===== config.mk =====
export PLATFORM = sky130hd
export DESIGN_NAME = fetch_control_unit
export DESIGN_NICKNAME = d
export VERILOG_FILES = /design/src/rtl/fetch_control_unit_pkg.sv /design/src/rtl/fetch_control_unit_perf_counter.sv /design/src/rtl/fetch_control_unit.sv
export SDC_FILE = /design/constraint.sdc
export NUM_CORES = 1
export LEC_CHECK = 0
export CAP_MARGIN = 20
export CORE_ASPECT_RATIO = 0.6
export CORE_UTILIZATION = 38
export CTS_BUF_LIST = sky130_fd_sc_hd__clkbuf_16
export DETAILED_ROUTE_END_ITERATION = 12
export GPL_TIMING_DRIVEN = 0
export PLACE_DENSITY = 0.68
export SLEW_MARGIN = 20
export SYNTH_ARGS = -nofsm -noshare
export SYNTH_HDL_FRONTEND = slang
export SYNTH_SLANG_ARGS = --single-unit

===== constraint.sdc =====
create_clock -name clk -period 6 [get_ports clk]
set_input_delay 1.2 -clock clk [delete_from_list [all_inputs] [get_ports clk]]
set_output_delay 1.2 -clock clk [all_outputs]
set_load 0.05 [all_outputs]

===== src/rtl/fetch_control_unit_pkg.sv =====
// Shared definitions for the RV32IM front-end control slice.
// Holds the sequencer state encoding, the NOP instruction word and the
// default boot hold length used by fetch_control_unit.
package fetch_control_unit_pkg;

  // Sequencer states: BOOT holds fetch, RUN arbitrates, HALT parks the core.
  typedef enum logic [1:0] {
    ST_BOOT = 2'd0,
    ST_RUN  = 2'd1,
    ST_HALT = 2'd2
  } fcu_state_e;

  // addi x0, x0, 0 -- the canonical RV32 NOP injected by flushes and bubbles.
  localparam logic [31:0] NOP_INSTR = 32'h0000_0013;

  // Default number of cycles fetch is held after reset release.
  localparam int BOOT_CYCLES_DEF = 2;

endpackage


===== src/rtl/fetch_control_unit_perf_counter.sv =====
// perf_counter: saturating event counter with synchronous clear.
// Ports:
//   clk, rst : clock and asynchronous active-high reset
//   clr      : synchronous clear, wins over inc
//   inc      : count one event this cycle
//   cnt      : current count, sticks at all-ones
module perf_counter #(
  parameter int W = 32
) (
  input  logic         clk,
  input  logic         rst,
  input  logic         clr,
  input  logic         inc,
  output logic [W-1:0] cnt
);

  localparam logic [W-1:0] CNT_MAX = {W{1'b1}};

  // Count register: clear first, then saturating increment.
  always_ff @(posedge clk or posedge rst) begin
    if (rst) begin
      cnt <= {W{1'b0}};
    end else if (clr) begin
      cnt <= {W{1'b0}};
    end else if (inc && (cnt != CNT_MAX)) begin
      cnt <= cnt + W'(1);
    end else begin
      cnt <= cnt;
    end
  end

endmodule


===== src/rtl/fetch_control_unit.sv =====
// fetch_control_unit: front-end sequencer for the 5-stage RV32IM pipeline.
// Holds fetch for BOOT_CYCLES after reset, then arbitrates halt, mul/div
// busy, branch redirect and load-use stalls by fixed priority. In RUN the
// control outputs are combinational from the hazard inputs so a redirect
// reaches the PC mux in the same cycle.
// Ports:
//   clk, rst                          : clock, async active-high reset
//   branch_taken_ex, branch_target_ex : EX redirect request and target
//   md_busy, load_use_hazard          : stall sources
//   halt_req, resume                  : halt entry / exit pulses
//   cnt_clr                           : clear of both perf counters
//   pc_en, flush, jump_en, pc_jump_addr : fetch stage controls
//   if_id_en, if_id_flush             : IF/ID register controls
//   id_ex_en, id_ex_bubble            : ID/EX register controls
//   halted                            : core parked in HALT
//   stall_cnt, flush_cnt              : saturating perf counters
module fetch_control_unit
  import fetch_control_unit_pkg::*;
#(
  parameter int BOOT_CYCLES = BOOT_CYCLES_DEF,
  parameter int CNT_W       = 32
) (
  input  logic             clk,
  input  logic             rst,
  input  logic             branch_taken_ex,
  input  logic [31:0]      branch_target_ex,
  input  logic             md_busy,
  input  logic             load_use_hazard,
  input  logic             halt_req,
  input  logic             resume,
  input  logic             cnt_clr,
  output logic             pc_en,
  output logic             flush,
  output logic             jump_en,
  output logic [31:0]      pc_jump_addr,
  output logic             if_id_en,
  output logic             if_id_flush,
  output logic             id_ex_en,
  output logic             id_ex_bubble,
  output logic             halted,
  output logic [CNT_W-1:0] stall_cnt,
  output logic [CNT_W-1:0] flush_cnt
);

  // Boot counter value on the last held cycle.
  localparam logic [3:0] BOOT_LAST = 4'(BOOT_CYCLES - 1);

  fcu_state_e  state_r;
  fcu_state_e  state_nxt_s;
  logic [3:0]  boot_cnt_r;
  logic [3:0]  boot_cnt_nxt_s;
  logic        stall_evt_s;
  logic        flush_evt_s;

  // State and boot counter registers.
  always_ff @(posedge clk or posedge rst) begin
    if (rst) begin
      state_r    <= ST_BOOT;
      boot_cnt_r <= 4'd0;
    end else begin
      state_r    <= state_nxt_s;
      boot_cnt_r <= boot_cnt_nxt_s;
    end
  end

  // Next-state and pipeline control outputs. Defaults are the reset/BOOT
  // values; RUN overrides them per the hazard priority.
  always_comb begin
    state_nxt_s    = state_r;
    boot_cnt_nxt_s = boot_cnt_r;
    pc_en          = 1'b0;
    flush          = 1'b1;
    jump_en        = 1'b0;
    if_id_en       = 1'b0;
    if_id_flush    = 1'b1;
    id_ex_en       = 1'b1;
    id_ex_bubble   = 1'b1;
    halted         = 1'b0;
    stall_evt_s    = 1'b0;
    flush_evt_s    = 1'b0;

    case (state_r)
      ST_BOOT: begin
        if (boot_cnt_r == BOOT_LAST) begin
          state_nxt_s    = ST_RUN;
          boot_cnt_nxt_s = 4'd0;
        end else begin
          boot_cnt_nxt_s = boot_cnt_r + 4'd1;
        end
      end

      ST_RUN: begin
        // Free-running fetch unless a hazard below overrides it.
        pc_en        = 1'b1;
        flush        = 1'b0;
        if_id_en     = 1'b1;
        if_id_flush  = 1'b0;
        id_ex_bubble = 1'b0;
        if (halt_req) begin
          pc_en        = 1'b0;
          if_id_en     = 1'b0;
          id_ex_bubble = 1'b1;
          flush        = 1'b1;
          if_id_flush  = 1'b1;
          state_nxt_s  = ST_HALT;
        end else if (md_busy) begin
          // EX keeps the multi-cycle op; a branch resolving now is not real.
          pc_en    = 1'b0;
          if_id_en = 1'b0;
          id_ex_en = 1'b0;
        end else if (branch_taken_ex) begin
          jump_en      = 1'b1;
          flush        = 1'b1;
          if_id_flush  = 1'b1;
          id_ex_bubble = 1'b1;
          flush_evt_s  = 1'b1;
        end else if (load_use_hazard) begin
          pc_en        = 1'b0;
          if_id_en     = 1'b0;
          id_ex_bubble = 1'b1;
        end else begin
          pc_en = 1'b1;
        end
        stall_evt_s = ~pc_en;
      end

      ST_HALT: begin
        halted      = 1'b1;
        flush       = 1'b0;
        if_id_flush = 1'b0;
        if (resume) begin
          state_nxt_s = ST_RUN;
        end else begin
          state_nxt_s = ST_HALT;
        end
      end

      default: begin
        state_nxt_s    = ST_BOOT;
        boot_cnt_nxt_s = 4'd0;
      end
    endcase
  end

  assign pc_jump_addr = jump_en ? branch_target_ex : 32'd0;

  perf_counter #(.W(CNT_W)) u_stall_cnt (
    .clk (clk),
    .rst (rst),
    .clr (cnt_clr),
    .inc (stall_evt_s),
    .cnt (stall_cnt)
  );

  perf_counter #(.W(CNT_W)) u_flush_cnt (
    .clk (clk),
    .rst (rst),
    .clr (cnt_clr),
    .inc (flush_evt_s),
    .cnt (flush_cnt)
  );

endmodule

# Word level (Yosys, flattened, before mapping)
# Index checks and enable logic that the tools add are counted.
word_totals:
  word_cells: 56
  inputBits: 40
  out_inout_bits: 104
  regBits: 70
op_classes:
  mux: 34
  n_eq_ne: 7
  bitwise_logic: 1
  addsub: 3
  n_reduce_logical: 7
ops:
  columns: ["op", "n"]
  rows:
  - ["two-way mux 32 bit", 5]
  - ["adder 32 x 1 -> 32 bit, second input constant", 2]
  - ["inequality test 32 bit, second input constant", 2]
  - ["two-way mux 1 bit", 22]
  - ["case mux 4 bit (2 select lines)", 1]
  - ["two-way mux 2 bit", 3]
  - ["case mux 2 bit (3 select lines)", 1]
  - ["adder 4 x 1 -> 4 bit, second input constant", 1]
  - ["== test 4 x 1 -> 1 bit, second input constant", 1]
  - ["two-way mux 4 bit", 1]
  - ["inequality test 2 bit, second input constant", 2]
  - ["nonzero test 2 bit", 2]
  - ["== test 2 x 1 -> 1 bit, second input constant", 1]
  - ["== test 2 bit, second input constant", 1]
  - ["logical AND 1 bit", 2]
  - ["logical NOT 2 bit", 1]
  - ["case mux 1 bit (2 select lines)", 1]
  - ["AND reduction 2 bit", 1]
  - ["OR reduction 2 bit", 1]
  - ["inverter 1 bit", 1]

# Longest topological paths before layout
logic_depth:
  depth_word: 10
  mapped_depth: 9
  depth_no_buf: 7

# Cells and area by module
# A second synthesis with hierarchy kept.
hier_totals:
  cells_unflattened: 462
  area_unflattened_um2: 4171.5
modules_own_cells:
  columns: ["module", "area_each_um2", "n_inst", "cells_each", "seq_area_each_um2"]
  rows:
  - ["perf_counter", 1740.4, 2, 186, 800.8]
  - ["fetch_control_unit", 690.7, 1, 90, 150.1]

# Least setup slack after synthesis
# No wires, ideal clock.
synth_timing:
  path_kind: "input -> output"
  startpoint: "in halt_req"
  endpoint: "out pc_en"
  path_buffers: 1
  stages: 3
  arrival_ns: 3.052
  setup_slack_ns: 1.748
  required_time_ns: 4.800
  path_cell_list: "nor2b_1 nor3b_1 buf_4"
synth_via:
  elab_chain_len: 3
synth_lines:
  columns: ["element", "line", "source"]
  rows:
  - ["start: declaration", "fetch_control_unit.sv:29", "input logic halt_req,"]
  - ["two-way mux 1 bit", "fetch_control_unit.sv:99", "if (halt_req) begin"]
  - ["two-way mux 1 bit (2 in a row)", "fetch_control_unit.sv:82", "case (state_r)"]
  - ["end: declaration", "fetch_control_unit.sv:32", "output logic pc_en,"]
# Every way passes these cells. The select of a mux whose other input is x is not followed.

# Worst setup path in the final report
layout_timing:
  startpoint: "in md_busy"
  endpoint: "out pc_jump_addr[30]"
layout_via:
  elab_chain_len: 4
layout_lines:
  columns: ["element", "line", "source"]
  rows:
  - ["start: declaration", "fetch_control_unit.sv:27", "input logic md_busy,"]
  - ["two-way mux 1 bit", "fetch_control_unit.sv:106", "end else if (md_busy) begin"]
  - ["two-way mux 1 bit", "fetch_control_unit.sv:99", null]
  - ["two-way mux 1 bit", "fetch_control_unit.sv:82", null]
  - ["two-way mux 32 bit", "fetch_control_unit.sv:145", "assign pc_jump_addr = jump_en ? branch_target_ex : 32'd0;"]
  - ["end: declaration", "fetch_control_unit.sv:35", "output logic [31:0] pc_jump_addr,"]
# Every way passes these cells.

==> summary.txt <==
Outcome
  • Status: finished clean

STA
  • Slew HR: 0.358
  • WHS: 489 ps
  • Clk_skew: 6.20 ps
  • Final setup vio count: 0
  • Worst-margin pin slew: 955 ps
  • Period utilization: 0.860
  • Fin. Hold Viols: 0
  • Clock period minus worst slack: 5160 ps
  • Final TNS setup: 0 ps
  • Maximum clock rate: 194 MHz
  • Setup WS post-layout: 842 ps
  • RSZ-0062 raised after global routing: no
  • Max Slew Vio Count: 0

Logic synthesis
  • Synth Area in Adders: 0.0227
  • Multiplexer area fraction after synthesis: 0.0326
  • Post-synthesis cell type count: 45
  • Synth warn: 0
  • Post-synth EDFFs: 0
  • Largest family of logic cells by synthesized area: simple AND/OR/NAND/NOR gates
  • Yosys reg bits: 70
  • Synth Area in XOR/XNOR: 0.00396
  • Synth Area in Simple Gates: 0.332
  • Cells after Synth: 503
  • Avg Cell Area, Syn: 8.78 um2
  • Post-synthesis cell area: 4420 um2
  • Sequential element share of the synthesized area: 0.396
  • Synth Net Count: 551
  • Synth Flop Type: dfrtp_1
  • Ys async rst share: 1.00
  • Synth Area in Compound Gates: 0.157

Drt
  • DRC viols: 0
  • Via density: 5.75
  • Drt initial violations: 331
  • DRT Pass-1 Iters: 7
  • Wire per inst: 17.2 um
  • Total wire length: 14,100 um
  • DR vias: 4,723
  • ANT nets after route: 0

Min path
  • Worst Hold Launch: boot_cnt_r[3]$_DFFE_PP0N_
  • HP Class: reg -> reg
  • Hold endpoint: boot_cnt_r[3]$_DFFE_PP0N_
  • Hold Path Stages: 1

Clock tree
  • TritonCTS Buffers: 9
  • Cts hold-fix bufs: 0
  • CTS max path bufs: 2
  • Clock-pin slew on the worst setup and hold paths: 50 ps
  • CTS Root Cell: clkbuf_16
  • CTS H-tree depth: 3
  • Worst-Skew Late Latency: 330 ps
  • TritonCTS clock tree: yes
  • Setup Fix Bufs, Post-CTS: 0
  • PostCTS Resize Cnt: 0
  • TritonCTS Sinks: 70

Place
  • Post-DP HPWL: 10,400 um
  • RePlAce Congestion: 0.829
  • Dpl ws: 808 ps
  • Port-buffer cells: 143

Power
  • Share of power burned in combinational logic: 0.285
  • Switching share of power: 0.348
  • Clock power share: 0.339
  • Leak Pwr: 2.38 nW
  • Maximum VDD drop: 0.195 mV
  • Share of power burned in registers: 0.376
  • Final Power: 0.00137 W
  • Pwr/cell area: 217 nW/um2
  • P_int: 0.000894 W
  • P_sw: 0.000477 W

Setup path
  • Crit path capture type: output pin
  • Worst EP arrival: 3960 ps
  • R2r startpoint: state_r[1]$_DFFE_PP0P_
  • Max stage delay on crit path: 810 ps
  • Crit path cell chain: clkdlybuf4s50_1 > nand4bb_1 > clkbuf_1 > inv_1 > clkbuf_1 > and2_1 > clkdlybuf4s50_1
  • Setup CP Type: in -> out
  • CP Data Required Time: 4800 ps
  • Reg2reg setup slack: 3240 ps
  • Slowest stage cell on the critical path: clkdlybuf4s50_1
  • CP Launch Type: input port
  • Register-to-Register Path Depth: 7
  • FF-to-FF End: u_flush_cnt.cnt[30]$_DFFE_PP0P_
  • Crit path max fanout: 10

Global route
  • First-pass GRT wire length: 22,900 um
  • Routing usage on met1: 0.340
  • Grt total ovfl: 0
  • Met2 Track Usage GR: 0.361
  • Tot GR Track Use: 0.241
  • Largest net degree at the start of global routing: 37
  • M3 GR Usage: 0.0681
  • GRT busiest layer: met2
  • Vias in the first global route: 4,533
  • Initial antenna violation count: 0

Floorplan
  • Starting density of the core: 0.391
  • Die Span Y: 85.5 um
  • Top Ports: 144
  • DIE WIDTH: 141 um
  • Die ar.: 12,100 um2
  • Standard-cell rows: 30
  • CORE AREA: 11,300 um2

Final layout
  • Synth-to-layout area growth: 43.0%
  • Most used cells in the layout excluding fill and tap cells: clkdlybuf4s50_1 (143), dfrtp_1 (70), a21oi_1 (52)
  • Ant. Diodes: 0
  • Commonest non-fill, non-tap cell in the layout: clkdlybuf4s50_1
  • Layout cells sized above 1: 0.0711
  • Layout Nets: 706
  • Fin util: 0.559

Job
  • Max cap viols: 0
[routing by layer]
layer  share of wire  vias up
met2            0.44      228
met1            0.46     2284
li1                -     2200
met3           0.090       11
met5               0        -
met4          0.0091        0
[logic make-up (layout without fill, tap and decap cells)]
logic type / count (synthesis) / count (layout)
flops: 70 / 70
mux: 13 / 13
simple gates: 244 / 244
fa+ha+maj: 8 / 8
buf+inv: 48 / 206
compound gates: 118 / 118
xor+xnor: 2 / 2
[state kept, by name, indices dropped and copies added (netlist names)]
signal           count
boot_cnt_r           4
state_r              2
u_flush_cnt.cnt     32
u_stall_cnt.cnt     32
[power by group through the flow]
| stage | Sequential (W) | Combinational [W] | Clock (W) |
|---|---|---|---|
| floorplan | 0.000529 | 0.000243 | 0 |
| global placement | 0.000520 | 0.000376 | 0 |
| detailed placement | 0.000523 | 0.000389 | 0 |
| CTS | 0.000515 | 0.000391 | 0.000473 |
| global route | 0.000518 | 0.000424 | 0.000493 |
| finish | 0.000516 | 0.000390 | 0.000465 |
[synthesized netlist by cell type (all sizes together) (4+ instances only)]
cell | count | share of area
a21oi | 52 | 0.059
and2 | 35 | 0.050
and3 | 11 | 0.017
and4 | 8 | 0.017
buf | 15 | 0.027
clkbuf | 19 | 0.016
dfrtp | 70 | 0.40
ha | 8 | 0.023
inv | 14 | 0.012
mux2 | 11 | 0.028
nand2 | 30 | 0.025
nand3 | 28 | 0.035
nand4 | 19 | 0.027
nor2 | 29 | 0.025
nor2b | 13 | 0.018
nor3 | 4 | 0.0045
nor4 | 9 | 0.018
o21ai | 26 | 0.029
o31ai | 33 | 0.056
or3 | 18 | 0.026
or4 | 32 | 0.054
[critical path, delay by kind of cell]
kind	cells	cell delay, ps
AND/OR/NAND/NOR	2	560
buffers and inverters	5	2190
[metrics by stage]
stage | instance area, um2 | instances
after floorplan | 4420 | 503
after global placement | 6050 | 806
after detailed placement | 6070 | 807
after CTS | 6320 | 821
after global routing | 6320 | 821
final | 6320 | 821
[worst max-delay path by stage]
stage,slack [ps],cells after the start,endpoint,start
final,840,7,pc_jump_addr[30],md_busy
after global routing,630,7,pc_jump_addr[25],md_busy
after CTS,810,7,pc_jump_addr[7],md_busy
after detailed placement,810,7,pc_jump_addr[7],md_busy
after global placement,870,7,pc_jump_addr[7],md_busy
after floorplan,1750,3,pc_en,halt_req
[layout make-up]
cell class / count / area [um2]
well taps: 160 / 200
plain buffers: 34 / 193
repair buffers: 144 / 1450
fillers: 1003 / 4980
multi-input cells: 385 / 2420
inverters: 14 / 55.1
flip-flops and latches: 70 / 1750
clock buffers: 9 / 225
clock inverters: 5 / 21.3
Note: power is estimated with default switching activity, not from simulation.
